==> src/rtl/mem_bus_router_if.sv <==
// Bus between the memory arbiter, the address router and its four slave regions.
// The master modport is the router's view; the slave modport is the surrounding system.
interface mem_bus_router_if;
    logic [26:0] bus_addr;
    logic [31:0] bus_data;
    logic        bus_we;
    logic        bus_start;
    logic [31:0] bus_q;
    logic        bus_done;
    logic [26:0] s_addr;
    logic [31:0] s_data;
    logic        s_we;
    logic [3:0]  s_start;
    logic [3:0]  s_done;
    logic [31:0] s_q0;
    logic [31:0] s_q1;
    logic [31:0] s_q2;
    logic [31:0] s_q3;
    logic        err_unmapped;
    logic        err_timeout;

    modport master (
        input  bus_addr, bus_data, bus_we, bus_start, s_done, s_q0, s_q1, s_q2, s_q3,
        output bus_q, bus_done, s_addr, s_data, s_we, s_start, err_unmapped, err_timeout
    );

    modport slave (
        output bus_addr, bus_data, bus_we, bus_start, s_done, s_q0, s_q1, s_q2, s_q3,
        input  bus_q, bus_done, s_addr, s_data, s_we, s_start, err_unmapped, err_timeout
    );
endinterface

==> src/rtl/mem_bus_router.sv <==
// Decodes arbiter requests into four slave regions, holds the slave handshake and
// returns data, with unmapped-address and slave-timeout error completion.
module mem_bus_router #(
    parameter logic [26:0] S0_BASE  = 27'h0000000,
    parameter logic [26:0] S0_SIZE  = 27'h0800000,
    parameter logic [26:0] S1_BASE  = 27'h0800000,
    parameter logic [26:0] S1_SIZE  = 27'h0400000,
    parameter logic [26:0] S2_BASE  = 27'h0C00000,
    parameter logic [26:0] S2_SIZE  = 27'h0010000,
    parameter logic [26:0] S3_BASE  = 27'h0C10000,
    parameter logic [26:0] S3_SIZE  = 27'h0000100,
    parameter int          TIMEOUT  = 1023,
    parameter logic [31:0] ERR_DATA = 32'h00000000
) (
    input logic             clk,
    input logic             reset,
    mem_bus_router_if.master bus
);

    typedef enum logic [1:0] {IDLE, ACCESS, DONE} state_t;

    localparam logic [26:0] BASE [4] = '{S0_BASE, S1_BASE, S2_BASE, S3_BASE};
    localparam logic [26:0] SIZE [4] = '{S0_SIZE, S1_SIZE, S2_SIZE, S3_SIZE};
    localparam logic [9:0]  TO_LAST  = 10'(TIMEOUT - 1);

    state_t      state, state_nx;
    logic [9:0]  cnt, cnt_nx;
    logic [1:0]  sel, sel_nx;
    logic [26:0] s_addr_r, s_addr_nx;
    logic [31:0] s_data_r, s_data_nx;
    logic        s_we_r, s_we_nx;
    logic [3:0]  s_start_r, s_start_nx;
    logic [31:0] bus_q_r, bus_q_nx;
    logic        bus_done_r, bus_done_nx;
    logic        err_u_r, err_u_nx;
    logic        err_t_r, err_t_nx;

    logic        hit;
    logic [1:0]  hit_idx;
    logic [26:0] hit_off;
    logic [31:0] sel_q;

    // Scan from the top down so the lowest-numbered matching region is the one kept.
    // The subtract-then-compare form avoids overflow of BASE + SIZE at the top of the map.
    always_comb begin
        hit     = 1'b0;
        hit_idx = 2'd0;
        hit_off = 27'd0;
        for (int i = 3; i >= 0; i--) begin
            if ((bus.bus_addr >= BASE[i]) && ((bus.bus_addr - BASE[i]) < SIZE[i])) begin
                hit     = 1'b1;
                hit_idx = 2'(i);
                hit_off = bus.bus_addr - BASE[i];
            end
        end
    end

    always_comb begin
        case (sel)
            2'd0:    sel_q = bus.s_q0;
            2'd1:    sel_q = bus.s_q1;
            2'd2:    sel_q = bus.s_q2;
            default: sel_q = bus.s_q3;
        endcase
    end

    always_comb begin
        state_nx    = state;
        cnt_nx      = cnt;
        sel_nx      = sel;
        s_addr_nx   = s_addr_r;
        s_data_nx   = s_data_r;
        s_we_nx     = s_we_r;
        s_start_nx  = s_start_r;
        bus_q_nx    = bus_q_r;
        bus_done_nx = 1'b0;
        err_u_nx    = 1'b0;
        err_t_nx    = 1'b0;
        case (state)
            IDLE: begin
                cnt_nx = 10'd0;
                if (bus.bus_start) begin
                    s_data_nx = bus.bus_data;
                    s_we_nx   = bus.bus_we;
                    if (hit) begin
                        s_addr_nx  = hit_off;
                        s_start_nx = 4'b0001 << hit_idx;
                        sel_nx     = hit_idx;
                        state_nx   = ACCESS;
                    end else begin
                        bus_q_nx    = ERR_DATA;
                        bus_done_nx = 1'b1;
                        err_u_nx    = 1'b1;
                        state_nx    = DONE;
                    end
                end
            end
            // A done from the selected slave takes priority over an expiring counter.
            ACCESS: begin
                cnt_nx = cnt + 10'd1;
                if (bus.s_done[sel]) begin
                    bus_q_nx    = sel_q;
                    bus_done_nx = 1'b1;
                    s_start_nx  = 4'b0000;
                    state_nx    = DONE;
                end else if (cnt == TO_LAST) begin
                    bus_q_nx    = ERR_DATA;
                    bus_done_nx = 1'b1;
                    err_t_nx    = 1'b1;
                    s_start_nx  = 4'b0000;
                    state_nx    = DONE;
                end
            end
            DONE: begin
                cnt_nx   = 10'd0;
                state_nx = IDLE;
            end
            default: state_nx = IDLE;
        endcase
    end

    always_ff @(posedge clk) begin
        if (reset) begin
            state      <= IDLE;
            cnt        <= 10'd0;
            sel        <= 2'd0;
            s_addr_r   <= 27'd0;
            s_data_r   <= 32'd0;
            s_we_r     <= 1'b0;
            s_start_r  <= 4'b0000;
            bus_q_r    <= 32'd0;
            bus_done_r <= 1'b0;
            err_u_r    <= 1'b0;
            err_t_r    <= 1'b0;
        end else begin
            state      <= state_nx;
            cnt        <= cnt_nx;
            sel        <= sel_nx;
            s_addr_r   <= s_addr_nx;
            s_data_r   <= s_data_nx;
            s_we_r     <= s_we_nx;
            s_start_r  <= s_start_nx;
            bus_q_r    <= bus_q_nx;
            bus_done_r <= bus_done_nx;
            err_u_r    <= err_u_nx;
            err_t_r    <= err_t_nx;
        end
    end

    assign bus.s_addr       = s_addr_r;
    assign bus.s_data       = s_data_r;
    assign bus.s_we         = s_we_r;
    assign bus.s_start      = s_start_r;
    assign bus.bus_q        = bus_q_r;
    assign bus.bus_done     = bus_done_r;
    assign bus.err_unmapped = err_u_r;
    assign bus.err_timeout  = err_t_r;

endmodule

==> src/flat_wrapper.sv <==
// flat-port wrapper written by rule: the top's interface ports become plain ports
module mem_bus_router_flat 
#(
    parameter logic [26:0] S0_BASE  = 27'h0000000,
    parameter logic [26:0] S0_SIZE  = 27'h0800000,
    parameter logic [26:0] S1_BASE  = 27'h0800000,
    parameter logic [26:0] S1_SIZE  = 27'h0400000,
    parameter logic [26:0] S2_BASE  = 27'h0C00000,
    parameter logic [26:0] S2_SIZE  = 27'h0010000,
    parameter logic [26:0] S3_BASE  = 27'h0C10000,
    parameter logic [26:0] S3_SIZE  = 27'h0000100,
    parameter int          TIMEOUT  = 1023,
    parameter logic [31:0] ERR_DATA = 32'h00000000
)
  (clk, reset, bus_bus_addr, bus_bus_data, bus_bus_we, bus_bus_start, bus_s_done, bus_s_q0, bus_s_q1, bus_s_q2, bus_s_q3, bus_bus_q, bus_bus_done, bus_s_addr, bus_s_data, bus_s_we, bus_s_start, bus_err_unmapped, bus_err_timeout);
  mem_bus_router_if bus_i ();
  input logic clk;
  input logic reset;
  input wire logic [$bits(bus_i.bus_addr)-1:0] bus_bus_addr;
  input wire logic [$bits(bus_i.bus_data)-1:0] bus_bus_data;
  input wire logic [$bits(bus_i.bus_we)-1:0] bus_bus_we;
  input wire logic [$bits(bus_i.bus_start)-1:0] bus_bus_start;
  input wire logic [$bits(bus_i.s_done)-1:0] bus_s_done;
  input wire logic [$bits(bus_i.s_q0)-1:0] bus_s_q0;
  input wire logic [$bits(bus_i.s_q1)-1:0] bus_s_q1;
  input wire logic [$bits(bus_i.s_q2)-1:0] bus_s_q2;
  input wire logic [$bits(bus_i.s_q3)-1:0] bus_s_q3;
  output wire logic [$bits(bus_i.bus_q)-1:0] bus_bus_q;
  output wire logic [$bits(bus_i.bus_done)-1:0] bus_bus_done;
  output wire logic [$bits(bus_i.s_addr)-1:0] bus_s_addr;
  output wire logic [$bits(bus_i.s_data)-1:0] bus_s_data;
  output wire logic [$bits(bus_i.s_we)-1:0] bus_s_we;
  output wire logic [$bits(bus_i.s_start)-1:0] bus_s_start;
  output wire logic [$bits(bus_i.err_unmapped)-1:0] bus_err_unmapped;
  output wire logic [$bits(bus_i.err_timeout)-1:0] bus_err_timeout;
  assign bus_i.bus_addr = bus_bus_addr;
  assign bus_i.bus_data = bus_bus_data;
  assign bus_i.bus_we = bus_bus_we;
  assign bus_i.bus_start = bus_bus_start;
  assign bus_i.s_done = bus_s_done;
  assign bus_i.s_q0 = bus_s_q0;
  assign bus_i.s_q1 = bus_s_q1;
  assign bus_i.s_q2 = bus_s_q2;
  assign bus_i.s_q3 = bus_s_q3;
  assign bus_bus_q = bus_i.bus_q;
  assign bus_bus_done = bus_i.bus_done;
  assign bus_s_addr = bus_i.s_addr;
  assign bus_s_data = bus_i.s_data;
  assign bus_s_we = bus_i.s_we;
  assign bus_s_start = bus_i.s_start;
  assign bus_err_unmapped = bus_i.err_unmapped;
  assign bus_err_timeout = bus_i.err_timeout;
  mem_bus_router #(.S0_BASE(S0_BASE), .S0_SIZE(S0_SIZE), .S1_BASE(S1_BASE), .S1_SIZE(S1_SIZE), .S2_BASE(S2_BASE), .S2_SIZE(S2_SIZE), .S3_BASE(S3_BASE), .S3_SIZE(S3_SIZE), .TIMEOUT(TIMEOUT), .ERR_DATA(ERR_DATA)) u_core (.clk(clk), .reset(reset), .bus(bus_i));
endmodule
==> config.mk <==
export PLATFORM = sky130hd
export DESIGN_NAME = mem_bus_router_flat
export DESIGN_NICKNAME = d
export VERILOG_FILES = /design/src/rtl/mem_bus_router_if.sv /design/src/rtl/mem_bus_router.sv /design/src/flat_wrapper.sv
export SDC_FILE = /design/constraint.sdc
export NUM_CORES = 1
export LEC_CHECK = 0
export ABC_AREA = 0
export CAP_MARGIN = 20
export CORE_AREA = 4 4 133 122
export DETAILED_ROUTE_END_ITERATION = 16
export DIE_AREA = 0 0 137 126
export PLACE_DENSITY = 0.8
export SETUP_SLACK_MARGIN = 0.4
export SLEW_MARGIN = 10
export SYNTH_ARGS = -nofsm -noshare
export SYNTH_HDL_FRONTEND = slang
export SYNTH_SLANG_ARGS = --single-unit
==> constraint.sdc <==
create_clock -name clk -period 2.4 [get_ports clk]
set_input_delay 0.24 -clock clk [delete_from_list [all_inputs] [get_ports clk]]
set_output_delay 0.24 -clock clk [all_outputs]
set_load 0.03 [all_outputs]
; ---- Yosys cells after proc, flatten, opt, wreduce, memory -nomap -nowiden
; Cells that the tools add are included.
; Widths: inputs -> output; s select.
[classes]
n_bitwise = 2
mux = 36
shift = 1
order_cmp = 9
add_sub_neg = 4
eq_ne = 9
n_reduce_logical = 16
[ops]
columns = cell, n
row1 = $mux 32, 4
row2 = $mux 27, 4
row3 = $pmux 32 s3, 1
row4 = $ge 27x24->1 const B, 3
row5 = $sub 27x24->27 const B, 3
row6 = $pmux 32 s2, 1
row7 = $ge 27x1->1 const B, 1
row8 = $lt 27x17->1 const B, 1
row9 = $lt 27x23->1 const B, 1
row10 = $lt 27x24->1 const B, 1
row11 = $lt 27x9->1 const B, 1
row12 = $pmux 10 s2, 1
row13 = $mux 2, 8
row14 = $mux 4, 4
row15 = $add 10x1->10 const B, 1
row16 = $eq 10x10->1 const B, 1
row17 = $mux 1, 9
row18 = $pmux 4 s2, 1
row19 = $reduce_and 4->1, 2
row20 = $eq 2x1->1 const B, 2
row21 = $eq 2x2->1 const B, 2
row22 = $logic_and 1x1->1, 4
row23 = $logic_not 2->1, 2
row24 = $ne 2x2->1 const B, 2
row25 = other kinds (13), 17
[totals]
out_inout_bits = 99
in_bits = 195
regBits = 113

; ---- Longest topological paths before layout
; Gate-level depths: netlist of run 1.
[depth]
word_depth = 11
ltp_mapped = 10
depth_no_buf = 8

; ---- Worst setup path before layout of run 1
; Ideal clock, no wire load.
[synth_timing]
path_kind = in2reg
from = input port bus_bus_addr[24]
to = register u_core.s_addr_r[20] (netlist: u_core.bus.s_addr[20])
path_slack_ns = 0.390
n_path_buf = 1
required_time_ns = 2.309
arrival_ns = 1.919
stages = 9
path_cell_list = inv_2 -> ha_1 -> and3b_1 -> o211ai_1 -> a2111oi_4 -> or2_1 -> buf_6 -> or3_1 -> a311oi_1
[synth_between]
elab_chain_len = 8
word_cells_on_any_way = 24
cone_classes = add/sub: 3 / order compare: 8 / mux: 8 / reduce/logical: 5
[synth_lines]
columns = item, line_no
row1 = start: declaration, flat_wrapper.sv:19  ; input wire logic [$bits(bus_i.bus_addr)-1:0] bus_bus_addr;
row2 = $sub 27x24->27, mem_bus_router.sv:50  ; if ((bus.bus_addr >= BASE[i]) && ((bus.bus_addr - BASE[i]) < SIZE[i])) begin
row3 = $lt 27x9->1, mem_bus_router.sv:50
row4 = $logic_and 1x1->1, mem_bus_router.sv:50
row5 = $mux 1 (4 in series), mem_bus_router.sv:50
row6 = $reduce_and 3->1 (no source line), -
row7 = end signal: assignment, mem_bus_router.sv:139  ; s_addr_r <= s_addr_nx;
row8 = end: declaration, mem_bus_router.sv:29  ; logic [26:0] s_addr_r, s_addr_nx;
; Parallel ways exist; a longest one is shown, timed or not.
; A chain may end at the register's enable or synchronous reset.

; ---- Worst setup path in the final report of run 1
[layout_timing]
from = input port bus_bus_addr[20]
to = register u_core.bus_done_r (netlist: u_core.bus.bus_done)
[layout_between]
elab_chain_len = 10
word_cells_on_any_way = 22
cone_classes = add/sub: 3 / order compare: 8 / mux: 7 / reduce/logical: 4
[layout_lines]
columns = item, line_no
row1 = $sub 27x24->27, mem_bus_router.sv:50
row2 = $lt 27x9->1, mem_bus_router.sv:50
row3 = $logic_and 1x1->1, mem_bus_router.sv:50
row4 = $mux 1 (3 in series), mem_bus_router.sv:50
row5 = $mux 1 *, mem_bus_router.sv:50
row6 = $mux 1 *, mem_bus_router.sv:85  ; if (hit) begin
row7 = $mux 1 *, mem_bus_router.sv:82  ; if (bus.bus_start) begin
row8 = $pmux 1 s2 *, mem_bus_router.sv:79  ; case (state)
row9 = end signal: assignment, mem_bus_router.sv:144  ; bus_done_r <= bus_done_nx;
row10 = end: declaration, mem_bus_router.sv:34  ; logic bus_done_r, bus_done_nx;
; Every way passes the cells marked *; elsewhere a longest branch is shown, timed or not.

==> out/qor.txt, run 1 <==
Post-Syn Area per Cell - 8.63 µm²
Yosys cell types - 54
Num ports - 294
Final worst-path cycle share - 0.804
GR Util All Layers - 0.240
Syn nets - 896
Final Wtd Congestion - 0.852
Post-layout min period - 1930 ps
Register area share after synthesis - 0.378
Crit path kind - in2reg
Pins Over Slew Limit - 0
DRT Wirelength - 20700 µm
Unrepaired setup endpoints after global routing - true
#FFs+latches synth - 113
R2R Path Start - u_core.sel[0]
Commonest non-fill, non-tap cell in the layout - clkdlybuf4s50_1
Port Buffers - 293
Height of the die - 126 µm
Synth Instances - 693
Residual DRC - 0
CTS Sinks - 113
Total number of vias - 6448
Largest net degree at the start of global routing - 51
Crit path DAT - 2240 ps
Initial antenna violation count - 2
Worst Skew - 6.72 ps
Site Rows - 42
GR Overflow Total - 0
Critical path required time - 2710 ps
Final setup TNS - 0 ps
Hold Path Origin - reset
Final setup viols - 0
Status - completed
Slew @ Worst Pin - 629 ps
Clock root cell - clkbuf_16
LEAKAGE - 3.57 nW
Leading cell types in the layout, fill and taps excluded - 281 x clkdlybuf4s50_1, 178 x nand2_1, 112 x dfxtp_1
CP Launch Type - input pin
Dominant synthesized flop cell - dfxtp_1
R2R setup slack - 530 ps
H-tree Lvls - 4
Share of layout cells above drive strength 1 - 0.152
Post-route cell area - 10300 µm²
Vias in the first global route - 6588
Critical R2R Capture - u_core.bus.bus_q[12]
Post-synthesis async set-or-reset flop share - 0
Max VDD drop - 0.503 mV
CP max FO - 4
CTS tree - done
CTS buffer count - 17
Crit. End Element - flop
Final ANT Viol Nets - 0
Clk_lat worst skew - 410 ps
PD cells - 522 nW/µm²
Hold Path Sink - u_core.bus.err_timeout
Post-CTS Hold Buffers - 0
Final hold violation count - 0
R2R cell count - 6
FMAX - 0.518 GHz
Rel. slew slack - 0.581
Synthesized cell area - 5980 µm²
Post-synth EDFFs - 0
Max clock buf depth - 2
Core Box Area - 14700 µm²
DIE AREA - 17300 µm²
Clk slew on worst S/H paths - 50 ps
Hold Crit Class - in2reg
Dpl hpwl - 15200 µm
Average routed wire per standard cell - 16.9 µm
Synthesis-to-finish area growth - 71.5%
Area after DPL - 9460 µm²
Fillers - 1105
Final net count - 1214
Initial core utilization - 0.407
First-pass GRT wire length - 32800 µm
DR iter-0 viols - 295
DRT Pass-1 Iters - 5
Via-to-Cell Ratio - 5.27
Max_cap viols - 0
Die Width - 137 µm
Hold depth - 2
Synth warnings - 0
-- worst max-delay path: stages --
cell,delay [ps]
dlygate4sd2_1,250
or3_4,390
o311a_1,330
a22o_1,210
buf_4,160
nand4_4,80
buf_4,130
nand2_2,80
a2111oi_2,350
-- timing repair --
action | in CTS | in global routing
cloned | 2 | 0
setup buffers | 5 | 0
pin swaps | 14 | 8
gates resized for setup | 30 | 11
setup endpoints to repair | 67 | 62
-- cell type report --
type | instances | area (µm²) | share of cell area
antenna | 2 | 5.00 | 0.000488
multi-input combinational | 516 | 3580 | 0.349
clock buffer | 26 | 519 | 0.0506
tap | 198 | 248 | 0.0241
timing repair buffer | 354 | 3560 | 0.347
inverter | 9 | 36.3 | 0.00354
clock inverter | 5 | 50.0 | 0.00488
sequential | 113 | 2260 | 0.221
-- how the worst max path moves through the flow --
stage	from	to	slack [ps]
detailed placement	bus_bus_addr[24]	u_core.bus.bus_q[12]	-240
finish	bus_bus_addr[20]	u_core.bus.bus_done	470
global placement	bus_bus_addr[24]	u_core.bus.s_addr[19]	-190
global route	u_core.state[1]	u_core.bus.s_addr[20]	400
CTS	bus_bus_addr[11]	u_core.bus.s_addr[1]	420
floorplan	u_core.sel[0]	u_core.bus.bus_q[7]	390
-- metrics by stage --
step	total power, W	worst slack [ps]	utilization	cells	hold WS, ps
floorplan	0.00240	393	-	693	376
global placement	0.00296	-191	0.643	1183	441
detailed placement	0.00298	-236	0.643	1183	446
CTS	0.00539	419	0.695	1221	300
global route	0.00556	397	0.697	1223	329
finish	0.00535	471	0.697	1223	310
-- logic make-up (layout without fill, tap and decap cells) --
family                   after synthesis  count (layout)  synth area share
flip-flops                           113             113             0.378
buffers and inverters                 64             394            0.0460
other                                  0               2                 0
adder cells (fa/ha/maj)                8               8            0.0167
multiplexers                          37              37             0.131
AO/OA/AOI/OAI                        171             171             0.191
XOR/XNOR                               9               9            0.0132
AND/OR/NAND/NOR                      291             291             0.224
-- where the power goes --
group / switching [W] / internal (W) / total [W]
combinational: 0.000447 / 0.000545 / 0.000993
clock: 0.000823 / 0.00157 / 0.00240
sequential: 0.0000300 / 0.00193 / 0.00196
total: 0.00130 / 0.00405 / 0.00535
-- synth_stat cells, types with 6 or more instances --
master,instances,share of area
a211oi_1,8,0.010
a21oi_1,63,0.053
buf_1,6,0.0038
buf_2,7,0.0059
clkbuf_1,39,0.024
dfxtp_1,113,0.38
ha_1,8,0.017
inv_1,8,0.0050
mux4_2,33,0.12
nand2_1,179,0.11
nand2b_1,6,0.0063
nand3_1,7,0.0059
nor2_1,20,0.013
nor2b_1,36,0.038
o211ai_1,69,0.087
o21ai_0,8,0.0067
or3_1,9,0.0094
-- routing by layer --
| layer | up-vias | share of wire | routed length (µm) | GRT usage |
|---|---|---|---|---|
| li1 | 3123 | - | - | - |
| met1 | 3033 | 0.39 | 8150 | 0.280 |
| met2 | 258 | 0.51 | 10500 | 0.410 |
| met3 | 34 | 0.077 | 1590 | 0.0682 |
| met4 | 0 | 0.023 | 476 | 0.0974 |
| met5 | - | 0 | 0 | 0 |
-- flip-flops by register name, summed over array words and instances (netlist names) --
register,cells
u_core.bus.bus_q,32
u_core.bus.s_data,32
u_core.bus.s_addr,27
u_core.cnt,10
u_core.bus.s_start,4
u_core.sel,2
u_core.state,2
u_core.bus.bus_done,1
u_core.bus.err_timeout,1
u_core.bus.err_unmapped,1
u_core.bus.s_we,1
(Power assumes the default switching activity.)
==> run 2: changes to the inputs <==
clock period = 1.9 ns   (was 2.4 ns; I/O delays follow)
==> out/qor.txt, run 2 (synthesis gave the netlist of run 1 again) <==
R2R cell count - 9 (+3)
GR Util All Layers - 0.274 (+0.0340)
Commonest non-fill, non-tap cell in the layout - nand2_1
WHS - 25.4 ps (-285 ps)
Rel. slew slack - 0.630 (+0.0492)
Status - completed
Hold Path Sink - u_core.bus.s_addr[17]
Hold Path Origin - bus_bus_addr[17]
DRT Pass-1 Iters - 5 (unchanged)
CTS Sinks - 113 (unchanged)
Hold depth - 3 (+1)
Clk slew on worst S/H paths - 60 ps (about the same)
R2R setup slack - 150 ps (-380 ps)
Final worst-path cycle share - 0.943
Crit path DAT - 2120 ps (-120 ps)
FMAX - 0.558 GHz
Final setup margin - 109 ps (-362 ps)
Worst Skew - 5.14 ps (-1.58 ps)
Vias in the first global route - 6947 (+5.4%)
CP max FO - 8 (+4)
Post-layout min period - 1790 ps
Share of layout cells above drive strength 1 - 0.235 (+0.0830)
LEAKAGE - 4.42 nW (+24%)
DIE AREA - 17300 µm² (unchanged)
H-tree Lvls - 4 (unchanged)
CTS tree - done
Final ANT Viol Nets - 0 (unchanged)
Slew @ Worst Pin - 555 ps (-73.8 ps)
DR iter-0 viols - 499 (+69%)
DRT Wirelength - 25300 µm (+23%)
Num ports - 294 (unchanged)
Residual DRC - 0 (unchanged)
Port Buffers - 293 (unchanged)
Max VDD drop - 0.745 mV (+48%)
Final net count - 1256 (+3.5%)
CP Launch Type - input pin
Post-layout util - 0.755 (+0.0575)
Core Box Area - 14700 µm² (unchanged)
Clock root cell - clkbuf_16
Average routed wire per standard cell - 20.1 µm (+19%)
Initial antenna violation count - 0 (-2)
Final setup TNS - 0 ps (unchanged)
Site Rows - 42 (unchanged)
Clk_lat worst skew - 420 ps (about the same)
R2R Path Start - u_core.cnt[0]
Max_cap viols - 0 (unchanged)
Via-to-Cell Ratio - 5.45 (+3.4%)
Dpl hpwl - 16300 µm (+6.9%)
Critical path required time - 2230 ps (-480 ps)
Final hold violation count - 0 (unchanged)
Max clock buf depth - 2 (unchanged)
Final Wtd Congestion - 0.884 (+3.8%)
Post-CTS Hold Buffers - 0 (unchanged)
Largest net degree at the start of global routing - 51 (unchanged)
PD cells - 672 nW/µm² (+29%)
GR Overflow Total - 0 (unchanged)
Pre-CTS setup slack - -800 ps (-564 ps)
Critical R2R Capture - u_core.bus.s_start[0]
Leading cell types in the layout, fill and taps excluded - 175 x nand2_1, 174 x clkdlybuf4s50_1, 106 x dfxtp_1
Crit path kind - in2reg
Ant diodes - 0 (-2)
First-pass GRT wire length - 37100 µm (+13%)
Die Width - 137 µm (unchanged)
Pins Over Slew Limit - 0 (unchanged)
Crit. End Element - flop
Final setup viols - 0 (unchanged)
CTS buffer count - 17 (unchanged)
Height of the die - 126 µm (unchanged)
Total number of vias - 6889 (+6.8%)
Initial core utilization - 0.407 (unchanged)
Hold Crit Class - in2reg
Unrepaired setup endpoints after global routing - true
Synthesis-to-finish area growth - 85.6%
## run 2: layout make-up
| class | count | area, µm² |
|---|---|---|
| clock buffer | 24 | 512 |
| clock inverter | 8 | 148 |
| fill | 1009 | 3610 |
| inverter | 9 | 58.8 |
| multi-input combinational | 516 | 3880 |
| sequential | 113 | 2280 |
| tap | 198 | 248 |
| timing repair buffer | 396 | 3990 |
## run 2: critical path: stages
cell and delay, ps:
buf_12 110, ha_4 150, or3_4 340, a2111oi_4 430, or2_4 270, nor2_4 70
buf_6 130, buf_12 120, buf_16 130, o211ai_1 180
## run 2: power breakdown
| group | leakage, nW | internal (W) | switching, W |
|---|---|---|---|
| combinational | 3.19 | 0.000778 | 0.000664 |
| sequential | 0.921 | 0.00244 | 0.0000363 |
| clock | 0.315 | 0.00240 | 0.00115 |
## run 2: routing by layer
| metal | routed length (µm) | vias up | track usage |
|---|---|---|---|
| li1 | - | 3208 | - |
| met1 | 9540 | 3269 | 0.328 |
| met2 | 12500 | 355 | 0.448 |
| met3 | 2600 | 57 | 0.103 |
| met4 | 726 | 0 | 0.0980 |
| met5 | 0 | - | 0 |
## run 2: how the worst max path moves through the flow
| stage | from | end | slack (ps) | depth (start not counted) |
|---|---|---|---|---|
| after floorplan | bus_bus_addr[24] | u_core.bus.s_addr[19] | -30 | 9 |
| after global placement | bus_bus_addr[24] | u_core.bus.s_addr[19] | -760 | 9 |
| after detailed placement | bus_bus_addr[24] | u_core.bus.s_addr[19] | -800 | 9 |
| after CTS | u_core.cnt[0] | u_core.bus.s_start[0] | 150 | 9 |
| after global routing | bus_bus_addr[23] | u_core.bus.bus_q[1] | 50 | 10 |
| final | bus_bus_addr[23] | u_core.bus.bus_q[1] | 110 | 10 |
## run 2: through the flow
stage,area (µm²),power (W),cells
global route,11100,0.00768,1264
floorplan,6160,0.00306,693
detailed placement,9700,0.00381,1199
finish,11100,0.00746,1264
CTS,10900,0.00740,1255
global placement,9700,0.00380,1199
## run 2: timing repair
item,in CTS,in global routing
setup endpoints to repair,171,96
gates resized for setup,236,39
cloned,5,2
pin swaps,51,24
buffers inserted,19,7
